## src/rtl/ctrl_issue_unit_if.sv

```systemverilog
// ctrl_issue_unit_if
//  Bundles the ID-side request and the registered ID/EX control outputs of
//  ctrl_issue_unit.
//  master : the upstream decode/hazard logic. It drives valid/op/funct7/stall/flush
//           and observes busy and the EX bundle.
//  slave  : ctrl_issue_unit itself.
//  Signals:
//   valid_i, op_i, funct7_i  instruction presented by ID
//   stall_i, flush_i         hazard-unit bubble request / branch flush
//   busy_o                   mul/div in progress, hold IF/ID
//   ex_*_o                   registered EX/MEM/WB control bundle
interface ctrl_issue_unit_if #(
  parameter int OP_W    = 7,
  parameter int ALUOP_W = 2
);
  logic               valid_i;
  logic [OP_W-1:0]    op_i;
  logic [6:0]         funct7_i;
  logic               stall_i;
  logic               flush_i;
  logic               busy_o;
  logic               ex_valid_o;
  logic [ALUOP_W-1:0] ex_alu_op_o;
  logic               ex_alu_src_o;
  logic               ex_reg_write_o;
  logic               ex_mem_to_reg_o;
  logic               ex_mem_read_o;
  logic               ex_mem_write_o;
  logic               ex_branch_o;
  logic               ex_muldiv_o;
  logic               ex_illegal_o;

  modport master (
    output valid_i, op_i, funct7_i, stall_i, flush_i,
    input  busy_o, ex_valid_o, ex_alu_op_o, ex_alu_src_o, ex_reg_write_o,
           ex_mem_to_reg_o, ex_mem_read_o, ex_mem_write_o, ex_branch_o,
           ex_muldiv_o, ex_illegal_o
  );

  modport slave (
    input  valid_i, op_i, funct7_i, stall_i, flush_i,
    output busy_o, ex_valid_o, ex_alu_op_o, ex_alu_src_o, ex_reg_write_o,
           ex_mem_to_reg_o, ex_mem_read_o, ex_mem_write_o, ex_branch_o,
           ex_muldiv_o, ex_illegal_o
  );
endinterface

```

## src/rtl/ctrl_issue_unit.sv

```systemverilog
// ctrl_issue_unit
//  ID/EX control stage. Decodes the opcode (and funct7 for M-extension ops) into
//  the EX/MEM/WB control bundle and registers it at the ID/EX boundary. It
//  injects bubbles on stall, flush and illegal opcodes. It holds EX for
//  MULDIV_LAT cycles on a mul/div and raises busy_o for the extra cycles.
//  Ports:
//   clk_i  rising-edge clock
//   rst_i  synchronous active-high reset
//   bus    ctrl_issue_unit_if.slave (ID request in, EX bundle and busy out)
module ctrl_issue_unit #(
  parameter int OP_W       = 7,
  parameter int ALUOP_W    = 2,
  parameter int MULDIV_EN  = 1,
  parameter int MULDIV_LAT = 4
) (
  input  logic                clk_i,
  input  logic                rst_i,
  ctrl_issue_unit_if.slave    bus
);

  localparam int CNT_W = $clog2(MULDIV_LAT) + 1;
  localparam logic [CNT_W-1:0] CNT_LOAD = CNT_W'(MULDIV_LAT - 1);
  localparam logic [CNT_W-1:0] CNT_ONE  = CNT_W'(1);

  localparam logic [OP_W-1:0] OPC_R  = OP_W'(7'b0110011);
  localparam logic [OP_W-1:0] OPC_I  = OP_W'(7'b0010011);
  localparam logic [OP_W-1:0] OPC_LD = OP_W'(7'b0000011);
  localparam logic [OP_W-1:0] OPC_ST = OP_W'(7'b0100011);
  localparam logic [OP_W-1:0] OPC_BR = OP_W'(7'b1100011);

  typedef struct packed {
    logic               valid;
    logic [ALUOP_W-1:0] alu_op;
    logic               alu_src;
    logic               reg_write;
    logic               mem_to_reg;
    logic               mem_read;
    logic               mem_write;
    logic               branch;
    logic               muldiv;
    logic               illegal;
  } bundle_t;

  bundle_t          dec;
  bundle_t          ex_q;
  logic [CNT_W-1:0] cnt_q;
  logic             busy;

  // Unknown opcodes leave every field at zero except illegal, so the
  // instruction enters EX as a flagged bubble.
  always_comb begin
    dec       = '0;
    dec.valid = 1'b1;
    case (bus.op_i)
      OPC_R: begin
        dec.alu_op    = ALUOP_W'(2'b11);
        dec.reg_write = 1'b1;
        dec.muldiv    = (MULDIV_EN != 0) && (bus.funct7_i == 7'b0000001);
      end
      OPC_I: begin
        dec.alu_op    = ALUOP_W'(2'b01);
        dec.alu_src   = 1'b1;
        dec.reg_write = 1'b1;
      end
      OPC_LD: begin
        dec.alu_src    = 1'b1;
        dec.reg_write  = 1'b1;
        dec.mem_to_reg = 1'b1;
        dec.mem_read   = 1'b1;
      end
      OPC_ST: begin
        dec.alu_op    = ALUOP_W'(2'b10);
        dec.alu_src   = 1'b1;
        dec.mem_write = 1'b1;
      end
      OPC_BR: begin
        dec.alu_op = ALUOP_W'(2'b10);
        dec.branch = 1'b1;
      end
      default: begin
        dec.valid   = 1'b0;
        dec.illegal = 1'b1;
      end
    endcase
  end

  assign busy = (cnt_q != '0);

  // Priority: reset, flush, mul/div hold, stall, accept, idle bubble.
  // While busy the counter only counts down, so it cannot wrap below zero.
  // With MULDIV_LAT=1 the load value is zero and busy never rises.
  always_ff @(posedge clk_i) begin
    if (rst_i) begin
      ex_q  <= '0;
      cnt_q <= '0;
    end else if (bus.flush_i) begin
      ex_q  <= '0;
      cnt_q <= '0;
    end else if (busy) begin
      cnt_q <= cnt_q - CNT_ONE;
    end else if (bus.stall_i) begin
      ex_q <= '0;
    end else if (bus.valid_i) begin
      ex_q <= dec;
      if (dec.muldiv) begin
        cnt_q <= CNT_LOAD;
      end
    end else begin
      ex_q <= '0;
    end
  end

  assign bus.busy_o          = busy;
  assign bus.ex_valid_o      = ex_q.valid;
  assign bus.ex_alu_op_o     = ex_q.alu_op;
  assign bus.ex_alu_src_o    = ex_q.alu_src;
  assign bus.ex_reg_write_o  = ex_q.reg_write;
  assign bus.ex_mem_to_reg_o = ex_q.mem_to_reg;
  assign bus.ex_mem_read_o   = ex_q.mem_read;
  assign bus.ex_mem_write_o  = ex_q.mem_write;
  assign bus.ex_branch_o     = ex_q.branch;
  assign bus.ex_muldiv_o     = ex_q.muldiv;
  assign bus.ex_illegal_o    = ex_q.illegal;

endmodule

```

## src/flat_wrapper.sv

```systemverilog
// flat-port wrapper written by rule: the top's interface ports become plain ports
module ctrl_issue_unit_flat 
#(
  parameter int OP_W       = 7,
  parameter int ALUOP_W    = 2,
  parameter int MULDIV_EN  = 1,
  parameter int MULDIV_LAT = 4
)
  (clk_i, rst_i, bus_valid_i, bus_op_i, bus_funct7_i, bus_stall_i, bus_flush_i, bus_busy_o, bus_ex_valid_o, bus_ex_alu_op_o, bus_ex_alu_src_o, bus_ex_reg_write_o, bus_ex_mem_to_reg_o, bus_ex_mem_read_o, bus_ex_mem_write_o, bus_ex_branch_o, bus_ex_muldiv_o, bus_ex_illegal_o);
  ctrl_issue_unit_if #(.OP_W(OP_W), .ALUOP_W(ALUOP_W)) bus_i ();
  input  logic clk_i;
  input  logic rst_i;
  input wire logic [$bits(bus_i.valid_i)-1:0] bus_valid_i;
  input wire logic [$bits(bus_i.op_i)-1:0] bus_op_i;
  input wire logic [$bits(bus_i.funct7_i)-1:0] bus_funct7_i;
  input wire logic [$bits(bus_i.stall_i)-1:0] bus_stall_i;
  input wire logic [$bits(bus_i.flush_i)-1:0] bus_flush_i;
  output wire logic [$bits(bus_i.busy_o)-1:0] bus_busy_o;
  output wire logic [$bits(bus_i.ex_valid_o)-1:0] bus_ex_valid_o;
  output wire logic [$bits(bus_i.ex_alu_op_o)-1:0] bus_ex_alu_op_o;
  output wire logic [$bits(bus_i.ex_alu_src_o)-1:0] bus_ex_alu_src_o;
  output wire logic [$bits(bus_i.ex_reg_write_o)-1:0] bus_ex_reg_write_o;
  output wire logic [$bits(bus_i.ex_mem_to_reg_o)-1:0] bus_ex_mem_to_reg_o;
  output wire logic [$bits(bus_i.ex_mem_read_o)-1:0] bus_ex_mem_read_o;
  output wire logic [$bits(bus_i.ex_mem_write_o)-1:0] bus_ex_mem_write_o;
  output wire logic [$bits(bus_i.ex_branch_o)-1:0] bus_ex_branch_o;
  output wire logic [$bits(bus_i.ex_muldiv_o)-1:0] bus_ex_muldiv_o;
  output wire logic [$bits(bus_i.ex_illegal_o)-1:0] bus_ex_illegal_o;
  assign bus_i.valid_i = bus_valid_i;
  assign bus_i.op_i = bus_op_i;
  assign bus_i.funct7_i = bus_funct7_i;
  assign bus_i.stall_i = bus_stall_i;
  assign bus_i.flush_i = bus_flush_i;
  assign bus_busy_o = bus_i.busy_o;
  assign bus_ex_valid_o = bus_i.ex_valid_o;
  assign bus_ex_alu_op_o = bus_i.ex_alu_op_o;
  assign bus_ex_alu_src_o = bus_i.ex_alu_src_o;
  assign bus_ex_reg_write_o = bus_i.ex_reg_write_o;
  assign bus_ex_mem_to_reg_o = bus_i.ex_mem_to_reg_o;
  assign bus_ex_mem_read_o = bus_i.ex_mem_read_o;
  assign bus_ex_mem_write_o = bus_i.ex_mem_write_o;
  assign bus_ex_branch_o = bus_i.ex_branch_o;
  assign bus_ex_muldiv_o = bus_i.ex_muldiv_o;
  assign bus_ex_illegal_o = bus_i.ex_illegal_o;
  ctrl_issue_unit #(.OP_W(OP_W), .ALUOP_W(ALUOP_W), .MULDIV_EN(MULDIV_EN), .MULDIV_LAT(MULDIV_LAT)) u_core (.clk_i(clk_i), .rst_i(rst_i), .bus(bus_i));
endmodule
```

## config.mk

```make
export PLATFORM = sky130hd
export DESIGN_NAME = ctrl_issue_unit_flat
export DESIGN_NICKNAME = d
export VERILOG_FILES = /design/src/rtl/ctrl_issue_unit_if.sv /design/src/rtl/ctrl_issue_unit.sv /design/src/flat_wrapper.sv
export SDC_FILE = /design/constraint.sdc
export NUM_CORES = 1
export LEC_CHECK = 0
export ABC_AREA = 1
export BUFFER_PORTS_ARGS = -buffer_cell sky130_fd_sc_hd__buf_2
export CORE_UTILIZATION = 43
export CTS_CLUSTER_SIZE = 12
export DETAILED_ROUTE_END_ITERATION = 10
export PLACE_DENSITY = 0.74
export SLEW_MARGIN = 40
export SYNTH_ARGS = -nofsm -noshare
export SYNTH_HDL_FRONTEND = slang
export SYNTH_SLANG_ARGS = --single-unit
export TNS_END_PERCENT = 1
```

## constraint.sdc

```tcl
create_clock -name clk_i -period 4 [get_ports clk_i]
set_clock_uncertainty 0.1 [all_clocks]
set_input_delay 0.2 -clock clk_i [delete_from_list [all_inputs] [get_ports clk_i]]
set_output_delay 0.2 -clock clk_i [all_outputs]
set_load 0.005 [all_outputs]
```

After elaboration in Yosys (flattened, before gate mapping)
Cells that the tools add are included.
{"block": "classes", "mul": 0, "muxes": 15, "eq_ne": 7, "div": 0, "reduce_logical": 9, "add_sub_neg": 1, "bitwise": 0, "n_lt_le_gt_ge": 0, "shift": 0}
{"cell": "11-bit 2-to-1 mux", "n": 2}
{"cell": "7-bit by 6-bit equality test with 1-bit output (second input constant)", "n": 2}
{"cell": "3-bit 2-to-1 mux", "n": 4}
{"cell": "7-bit by 1-bit equality test with 1-bit output (second input constant)", "n": 1}
{"cell": "7-bit by 2-bit equality test with 1-bit output (second input constant)", "n": 1}
{"cell": "7-bit by 5-bit equality test with 1-bit output (second input constant)", "n": 1}
{"cell": "7-bit equality test (second input constant)", "n": 1}
{"cell": "1-bit 2-to-1 mux", "n": 7}
{"cell": "2-bit case mux with 3 select lines", "n": 1}
{"cell": "3-bit OR reduction", "n": 2}
{"cell": "5-bit OR reduction", "n": 1}
{"cell": "2-bit nonzero test", "n": 2}
{"cell": "2-bit OR reduction", "n": 2}
{"cell": "3-bit AND reduction", "n": 1}
{"cell": "3-bit nonzero test", "n": 1}
{"cell": "3-bit by 1-bit subtractor with 3-bit output (second input constant)", "n": 1}
{"cell": "2-bit 2-to-1 mux", "n": 1}
{"cell": "2-bit by 1-bit != test with 1-bit output (second input constant)", "n": 1}
{"block": "word_totals", "output_inout_bits": 12, "ram_bits": 0, "regBits": 14, "inputBits": 19, "latch_bits": 0, "n_memories": 0, "romBits": 0}

Logic depth before layout (Yosys ltp)
Gate-level depths: netlist of the first run.
{"block": "logic_depth", "word_depth": 6, "mapped_depth": 9}

Least setup slack after synthesis of the first run
No wires, ideal clock.
{"block": "synth_timing", "kind": "register to register", "from": "register u_core.cnt_q[0]", "to": "register u_core.ex_q, in the netlist u_core.bus.ex_alu_op_o[0]", "setup_time_ns": 0.072, "setup_slack_ns": 2.536, "stages_incl_launch_ff": 9, "arrival_time_ns": 1.292, "cell_sequence": "dfxtp_1 inv_1 ha_1 ha_1 buf_6 inv_4 buf_2 nand2_1 a21oi_1"}
{"block": "synth_via", "elab_chain_cells": 1}
{"item": "from (decl)", "line": "ctrl_issue_unit.sv:46", "text": "logic [CNT_W-1:0] cnt_q;"}
{"item": "from (signal assigned)", "line": "ctrl_issue_unit.sv:100", "text": "cnt_q <= cnt_q - CNT_ONE;"}
{"item": "3-bit nonzero test", "line": "ctrl_issue_unit.sv:87", "text": "assign busy = (cnt_q != '0);"}
{"item": "named net bus_busy_o", "line": "flat_wrapper.sv:18", "text": "output wire logic [$bits(bus_i.busy_o)-1:0] bus_busy_o;"}
{"item": "to (signal assigned)", "line": "ctrl_issue_unit.sv:94", "text": "ex_q <= '0;"}
{"item": "to (signal assigned)", "line": "ctrl_issue_unit.sv:97", "text": "ex_q <= '0;"}
{"item": "to (signal assigned)", "line": "ctrl_issue_unit.sv:102", "text": "ex_q <= '0;"}
{"item": "to (decl)", "line": "ctrl_issue_unit.sv:45", "text": "bundle_t ex_q;"}
The timed path passes the listed nets, and every way through them passes these cells.
A chain may end at the register's enable or synchronous reset.

Worst setup path after layout of the first run
{"block": "layout_timing", "from": "register u_core.cnt_q[0]", "to": "output bus_busy_o"}
{"block": "layout_via", "elab_chain_cells": 1}
{"item": "3-bit nonzero test", "line": "ctrl_issue_unit.sv:87"}
{"item": "to (decl)", "line": "flat_wrapper.sv:18"}
Every way passes these cells.

==> results.json, run 1 <==
{
  "syn_nets": 114,
  "viasPerCell": 4.71,
  "ys_ff_latch": 13,
  "final.setup.tns_ns": 0,
  "cts_tree": "done",
  "avgSynthCellArea_um2": 7.45,
  "powerDensity_nw_per_um2": 305,
  "fillerInstances": 158,
  "clk_pin_slew_ns": 0.07,
  "place_congestion": 0.759,
  "areaGrowthSynthToFinish_pct": 25.2,
  "critPathCaptureType": "output port",
  "cp_slowest_cell": "dfxtp_1",
  "relSlewSlack_pct": 78.6,
  "p_leak_nw": 0.432,
  "layout_setup_ws_ns": 2.21,
  "cts_sinks": 13,
  "wl_per_cell_um": 9.55,
  "status": "finished, final reports clean",
  "clock.fmax_ghz": 0.558,
  "drive_gt1_share_pct": 35.8,
  "cts_setup_buffers": 0,
  "critPathBufInv": 3,
  "cts-resized-gates": 0,
  "clockBufferDepth": 2,
  "dieArea_um2": 1760,
  "clk_latency_ns": 0.27,
  "antenna_found_initial": 0,
  "dp_hpwl_um": 1070,
  "yosysSeqAreaShare_pct": 38.0,
  "cts.htree.levels": 1,
  "worstPathArrival_ns": 1.49,
  "synthCells": 92,
  "totalWireLength_um": 1330,
  "postCtsHoldBufs": 0,
  "grt_pass1_vias": 613,
  "finalNetCount": 146,
  "finish.utilization_pct": 57.6,
  "ys_types": 22,
  "ant_nets": 0,
  "io_buffer_count": 30,
  "tightest_slew_ns": 0.321,
  "io_pins": 31,
  "synth.area.top_cells": "dfxtp_1, nand2_1, a21oi_1, inv_1, ha_1",
  "cp_max_fo": 12,
  "dieWidth_um": 41.9,
  "die_h_um": 41.9,
  "yosys.area.top_type": "dfxtp_1",
  "crit_chain": "inv_1, ha_1, ha_1, inv_4, buf_2",
  "diodes": 0,
  "critPathRequiredTime_ns": 3.70,
  "root_buffer": "clkbuf_4",
  "critPathKind": "reg -> out",
  "overflow": 0,
  "crit_family": "adder cells",
  "drc": 0,
  "dr.pass1.iters": 3,
  "finalSetupViolCount": 0,
  "min_period_ns": 1.79,
  "grt_pass1_wl_um": 2300,
  "drt_iter0_drc": 6,
  "rsz0062_at_grt": "false",
  "max_stage_delay_ns": 0.34,
  "numCtsBuffers": 3,
  "grt_start_max_net_pins": 13,
  "netlist_area_um2": 686,
  "hp-class": "in -> reg",
  "grtUsageTotal_pct": 16.9,
  "crit_top_cell": "ha_1",
  "startpoint_type": "register",
  "hold_viol_final": 0,
  "fin_crit_sh_pct": 44.8,
  "floorplan.initialDensity_pct": 46.1,
  "vias": 655,
  "drv_slew": 0,
  "num_rows": 14,
  "yosys_warnings": 0,
  "maxCapViolCount": 0,
  "core_um2": 1490,
  "total_power_w": 0.000262,
  "synth_top_area_share_pct": 38.0,
  "ir_drop_uv": 240,
  "post-place-ws_ns": 2.31
}
[synth_stat cells]
cell       n
nand2_1   19
a21oi_1   13
dfxtp_1   13
inv_1     12
nor2_1     7
nand3_1    4
ha_1       3
nor2_2     3
o21ai_0    3
nand3_2    2
nand4_1    2
and2_4     1
buf_2      1
buf_4      1
buf_6      1
clkinv_1   1
inv_4      1
nand2_2    1
nor2_4     1
nor2_8     1
nor3_1     1
o21ai_2    1
[worst register-to-register path: stages, from the launching register on]
cell     delay (ns)
dfxtp_1        0.32
inv_1          0.07
ha_1           0.17
ha_1           0.35
inv_4          0.14
nor2_8         0.16
and2_4         0.17
nand2_1        0.05
a21oi_1        0.11
[area by class of cell]
class                      count  area [um^2]  share of cell area (%)
multi-input combinational     62          347                    40.4
sequential                    13          260                    30.3
inverter                      14         55.1                    6.41
clock buffer                   4         26.3                    3.06
tap                           16         20.0                    2.33
timing repair buffer          30          150                    17.5
[cells by family after synthesis]
kind of cell               Yosys count  share of synthesized area [%]
adders and majority gates            3                           5.48
buffers and inverters               17                           11.5
and+or+nand+nor                     42                           32.1
DFF                                 13                           38.0
AOI/OAI and AO/OA                   17                           13.0
[metrics by stage]
step	hold slack [ns]	instances	cell area [um^2]
floorplan	0.243	92	686
global placement	0.350	135	832
detailed placement	0.354	135	832
CTS	0.0689	139	858
global route	0.0596	139	858
finish	0.0826	139	858
[path summary, 6_finish.rpt]
| check | start | to | slack, ns | depth (start not counted) |
|---|---|---|---|---|
| worst min-delay path | bus_flush_i | u_core.cnt_q[2] | 0.08 | 4 |
| worst max register to register | u_core.cnt_q[0] | u_core.bus.ex_alu_op_o[0] | 2.31 | 8 |
| worst max-delay path | u_core.cnt_q[0] | bus_busy_o | 2.21 | 5 |
| worst min register to register | u_core.bus.ex_alu_src_o | u_core.bus.ex_alu_src_o | 0.36 | 2 |
[cells in the final DEF, fill, tap and decap left out, drive strengths merged]
cell type  synthesis  routed
o21ai              4       4
dfxtp             13      13
inv               13      13
buf                3      30
and2               1       1
nor3               1       1
nor2              12      12
nand3              6       6
clkinv             1       1
a21oi             13      13
nand2             20      20
clkbuf             0       4
ha                 3       3
nand4              2       2
[power breakdown]
part / internal (W) / switching, W / leakage, nW
sequential: 0.000132 / 0.00000113 / 0.105
combinational: 0.0000191 / 0.0000300 / 0.312
clock: 0.0000387 / 0.0000411 / 0.0150
total: 0.000190 / 0.0000722 / 0.432
[state kept, by name, summed over array words and instances (netlist names)]
register	flops
u_core.bus.ex_reg_write_o	1
u_core.cnt_q	3
u_core.bus.ex_branch_o	1
u_core.bus.ex_valid_o	1
u_core.bus.ex_illegal_o	1
u_core.bus.ex_muldiv_o	1
u_core.bus.ex_alu_src_o	1
u_core.bus.ex_mem_write_o	1
u_core.bus.ex_alu_op_o	2
u_core.bus.ex_mem_read_o	1
[routing by layer]
layer  GRT usage (%)  up-vias  wire length, um
met3            7.83        0               87
met5               0        -                0
met1            16.3      283              550
li1                -      353                -
met2            32.2       19              689
met4            3.87        0                0
No activity file was read; power rests on OpenSTA's default activity.
==> run 2, diff against run 1 <==
ABC_AREA = 0   (was 1)
clock period = 1.7 ns   (was 4 ns; I/O delays follow)
==> run 2 against run 1 <==
Against the previous run: via count decreased by 2.9%; sequential cell count unchanged; die area decreased by 1.7%; largest power group unchanged; total power increased by 110%; critical path type unchanged; routed wire length increased by 0.75%.
==> results.json, run 2 <==
{
  "crit_chain": "inv_1, ha_1, ha_2, inv_2, buf_4, buf_2",
  "drc": 0,
  "synth_most_common_cell": "dfxtp_1",
  "yosys.area.top_type": "dfxtp_1",
  "synthTopCellsByCount": "dfxtp_1, nand2_1, a21oi_1, inv_1, nor2_1",
  "post_dp_cell_area_um2": 842,
  "dr.pass1.iters": 5,
  "clock.fmax_ghz": 0.622,
  "regMostFlops": "u_core.cnt_q",
  "largest_reg_flops": 3,
  "syn_nets": 98,
  "dieArea_um2": 1730,
  "drv_slew": 0,
  "root_buffer": "clkbuf_4",
  "ant_nets": 0,
  "grtUsageTotal_pct": 17.8,
  "vias": 636,
  "drive_gt1_share_pct": 40.9,
  "drt_iter0_drc": 7,
  "dieWidth_um": 41.6,
  "diodes": 0,
  "place_congestion": 0.883,
  "postCtsHoldBufs": 0,
  "ir_drop_uv": 418,
  "grt_pass1_vias": 585,
  "areaGrowthSynthToFinish_pct": 31.8,
  "avgSynthCellArea_um2": 8.86,
  "critPathCaptureType": "output port",
  "post-place-ws_ns": -0.00422,
  "io_pins": 31,
  "hold_viol_final": 0,
  "cts.htree.levels": 1,
  "synth-async-reset-ratio_pct": 0,
  "cp_slowest_cell": "dfxtp_2",
  "finalNetCount": 133,
  "cts_tree": "done",
  "critPathKind": "reg -> out",
  "yosysSeqAreaShare_pct": 38.7,
  "fin_crit_sh_pct": 94.6,
  "mostFrequentLayoutCell": "buf_2",
  "netlist_area_um2": 673,
  "yosys_warnings": 0,
  "crit_family": "buffers and inverters",
  "startpoint_type": "register",
  "max_stage_delay_ns": 0.33,
  "synth_top_area_share_pct": 38.7,
  "maxCapViolCount": 0,
  "synth.area.top_cells": "dfxtp_1, nand2_1, ha_1, a21oi_1, nand4bb_4",
  "core_um2": 1380,
  "viasPerCell": 5.09,
  "finalSetupViolCount": 0,
  "clk_latency_ns": 0.28,
  "final_cell_mix": "buf_2, dfxtp_1, nand2_1",
  "relSlewSlack_pct": 77.3,
  "ys_ff_latch": 13,
  "totalWireLength_um": 1340,
  "p_leak_nw": 0.433,
  "clk_pin_slew_ns": 0.08,
  "fin_area_um2": 887,
  "finalHoldWorstSlack_ns": 0.0119,
  "hp-class": "in -> reg",
  "clockBufferDepth": 2,
  "rsz0062_at_grt": "true",
  "final.setup.tns_ns": 0,
  "die_h_um": 41.6,
  "numCtsBuffers": 3,
  "cts_sinks": 13,
  "dp_hpwl_um": 1120,
  "overflow": 0,
  "antenna_found_initial": 0,
  "min_period_ns": 1.61,
  "synth_ff_type": "dfxtp_1",
  "synth_edf_count": 0,
  "critPathRequiredTime_ns": 1.51,
  "synthCells": 76,
  "grt_start_max_net_pins": 10,
  "status": "finished, final reports clean",
  "wl_per_cell_um": 10.7,
  "grt_pass1_wl_um": 2410,
  "powerDensity_nw_per_um2": 613,
  "io_buffer_count": 30,
  "worstPathArrival_ns": 1.42,
  "floorplan.initialDensity_pct": 48.7,
  "critPathBufInv": 4,
  "num_rows": 13,
  "tightest_slew_ns": 0.336,
  "total_power_w": 0.000544,
  "layout_setup_ws_ns": 0.0911,
  "ys_types": 29,
  "cp_max_fo": 8
}
-- run 2: kinds of logic after synthesis --
family                     count (synthesis)  share of synthesized area [%]
and+or+nand+nor                           32                           32.9
AOI/OAI and AO/OA                         18                           16.7
DFF                                       13                           38.7
buffers and inverters                     10                           6.13
adders and majority gates                  3                           5.58
-- run 2: power by group --
| group | switching [W] | leakage (nW) | internal [W] |
|---|---|---|---|
| Clock | 0.0000933 | 0.0150 | 0.0000910 |
| Combinational | 0.0000258 | 0.313 | 0.0000284 |
| Sequential | 0.000000370 | 0.105 | 0.000305 |
| Total | 0.000120 | 0.433 | 0.000425 |
-- run 2: layout make-up --
| cell class | instances | area (um^2) |
|---|---|---|
| Fill cell | 117 | 495 |
| Sequential cell | 13 | 262 |
| Inverter | 7 | 26.3 |
| Timing Repair Buffer | 33 | 173 |
| Clock buffer | 4 | 26.3 |
| Multi-Input combinational cell | 53 | 382 |
| Tap cell | 15 | 18.8 |
-- run 2: what timing repair did --
action                                  4_1_cts  5_1_grt
buffers inserted                              0        1
endpoints found under the setup margin        2        5
resized for setup                             3        2
pin swaps                                     0        1
-- run 2: path summary, 6_finish.rpt --
kind,startpoint,endpoint,slack [ns],cells past startpoint
hold / removal,bus_op_i[4],u_core.bus.ex_alu_op_o[0],0.01,3
hold reg to reg,u_core.bus.ex_illegal_o,u_core.bus.ex_illegal_o,0.36,2
setup / recovery,u_core.cnt_q[0],bus_busy_o,0.09,6
setup reg to reg,u_core.cnt_q[0],u_core.bus.ex_alu_op_o[1],0.11,7
-- run 2: worst reg2reg max path: cells and delay by family (launching register included) --
kind / cells / cell delay, ns
fa+ha+maj: 2 / 0.40
simple gates: 3 / 0.50
compound gates: 1 / 0.15
buf+inv: 1 / 0.05
flops: 1 / 0.32
-- run 2: through the flow --
step,instances,utilization [%]
after floorplan,76,-
after global placement,120,60.9
after detailed placement,120,60.9
after CTS,124,63.2
after global routing,125,64.2
final,125,64.2
-- run 2: layer usage --
layer | track usage (%) | up-vias | wire, um
met3 | 7.83 | 2 | 88
met1 | 22.5 | 281 | 608
met2 | 28.1 | 21 | 630
li1 | - | 332 | -
met4 | 3.87 | 0 | 10
met5 | 0 | - | 0
==> run 3, diff against run 2 <==
==> constraint.sdc (replaced) <==
create_clock -name clk_i -period 1.7 [get_ports clk_i]
set_clock_uncertainty 0.1 [all_clocks]
set_input_delay 0.255 -clock clk_i [delete_from_list [all_inputs] [get_ports clk_i]]
set_output_delay 0.255 -clock clk_i [all_outputs]
set_load 0.005 [all_outputs]
==> run 3 against run 2 <==
Against the previous run: combinational power decreased by 0.7%; design area increased by 0.71%; count of clock-buffer cells in the layout unchanged; sequential power about the same; final cell count increased by 1.6%; critical path depth increased by 1.
==> results.json, run 3 (synthesized netlist as in run 2, its figures left out) <==
{
  "hp-class": "in -> reg",
  "final.setup.tns_ns": 0,
  "stdcell_count": 127,
  "drv_slew": 0,
  "core_um2": 1380,
  "critPathRequiredTime_ns": 1.82,
  "drc": 0,
  "powerDensity_nw_per_um2": 619,
  "diodes": 0,
  "worstPathArrival_ns": 1.74,
  "final_cell_mix": "buf_2, dfxtp_1, nand2_1",
  "max_stage_delay_ns": 0.36,
  "overflow": 0,
  "cts.htree.levels": 1,
  "cts_sinks": 13,
  "finalHoldWorstSlack_ns": 0.157,
  "crit_chain": "inv_1, ha_1, ha_2, inv_2, buf_4, or3_1, a21oi_1",
  "vias": 653,
  "cp_slowest_cell": "or3_1",
  "numCtsBuffers": 3,
  "finalNetCount": 135,
  "layout_setup_ws_ns": 0.0836,
  "clock.fmax_ghz": 0.619,
  "largest_reg_flops": 3,
  "cp_max_fo": 8,
  "p_leak_nw": 0.442,
  "finalSetupViolCount": 0,
  "totalWireLength_um": 1410,
  "ir_drop_uv": 330,
  "drive_gt1_share_pct": 40.2,
  "areaGrowthSynthToFinish_pct": 32.7,
  "die_h_um": 41.6,
  "tightest_slew_ns": 0.367,
  "viasPerCell": 5.14,
  "maxCapViolCount": 0,
  "dieWidth_um": 41.6,
  "io_pins": 31,
  "ant_nets": 0,
  "rsz0062_at_grt": "false",
  "antenna_found_initial": 0,
  "fin_crit_sh_pct": 95.1,
  "finish.utilization_pct": 64.6,
  "dr.pass1.iters": 4,
  "grt_pass1_wl_um": 2500,
  "floorplan.initialDensity_pct": 48.7,
  "clk_latency_ns": 0.28,
  "critPathCaptureType": "register",
  "hold_depth": 3,
  "placedCellCount": 122,
  "root_buffer": "clkbuf_4",
  "drt_iter0_drc": 3,
  "relSlewSlack_pct": 75.2,
  "post-place-ws_ns": 0.0213,
  "io_buffer_count": 30,
  "grtUsageTotal_pct": 18.9,
  "place_congestion": 0.803,
  "dieArea_um2": 1730,
  "num_rows": 13,
  "critPathKind": "reg -> reg",
  "regMostFlops": "u_core.cnt_q",
  "clockBufferDepth": 2,
  "min_period_ns": 1.62,
  "clk_pin_slew_ns": 0.09,
  "startpoint_type": "register",
  "grt_pass1_vias": 606,
  "dp_hpwl_um": 1120,
  "hold_viol_final": 0,
  "mostFrequentLayoutCell": "buf_2",
  "grt_start_max_net_pins": 10,
  "cts_tree": "done",
  "reg2regPathDepth": 7,
  "status": "finished, final reports clean",
  "wl_per_cell_um": 11.1
}
[run 3: area by class of cell]
| cell class | instances | area (um^2) |
|---|---|---|
| multi-input combinational | 53 | 374 |
| sequential | 13 | 260 |
| tap | 15 | 18.8 |
| fill | 136 | 489 |
| clock buffer | 4 | 26.3 |
| timing repair buffer | 35 | 188 |
| inverter | 7 | 26.3 |
[run 3: path summary, 6_finish.rpt]
path	start	end	slack [ns]
setup / recovery	u_core.cnt_q[0]	u_core.cnt_q[2]	0.08
hold / removal	bus_op_i[4]	u_core.bus.ex_alu_op_o[0]	0.16
setup reg to reg	u_core.cnt_q[0]	u_core.cnt_q[2]	0.08
hold reg to reg	u_core.bus.ex_illegal_o	u_core.bus.ex_illegal_o	0.36
[run 3: metrics by stage]
stage	total power (W)	area [um^2]
after floorplan	0.000336	673
after global placement	0.000366	857
after detailed placement	0.000366	857
after CTS	0.000557	891
after global routing	0.000576	893
final	0.000553	893
[run 3: repair_timing]
| action | in CTS | in global routing |
|---|---|---|
| buffers inserted | 1 | 0 |
| setup endpoints to repair | 1 | 3 |
| gates resized for setup | 1 | 1 |
| hold buffers | 0 | 0 |
[run 3: critical path, delay by kind of cell (launching register included)]
| kind | cells | cell delay [ns] |
|---|---|---|
| AO/OA/AOI/OAI | 1 | 0.13 |
| AND/OR/NAND/NOR | 1 | 0.36 |
| adder cells (fa/ha/maj) | 2 | 0.39 |
| flip-flops | 1 | 0.32 |
| buffers and inverters | 3 | 0.27 |
[run 3: power by group]
group / leakage, nW / internal, W / switching [W]
logic: 0.323 / 0.0000283 / 0.0000255
clock network: 0.0150 / 0.0000910 / 0.000103
registers: 0.105 / 0.000305 / 0.000000411
total: 0.442 / 0.000424 / 0.000129
[run 3: routing by layer]
metal	vias to the layer above	global-route usage, %	routed length (um)
met5	-	0	0
met4	0	10.3	29
met3	5	3.91	76
met2	24	30.6	676
met1	292	23.2	628
li1	332	-	-
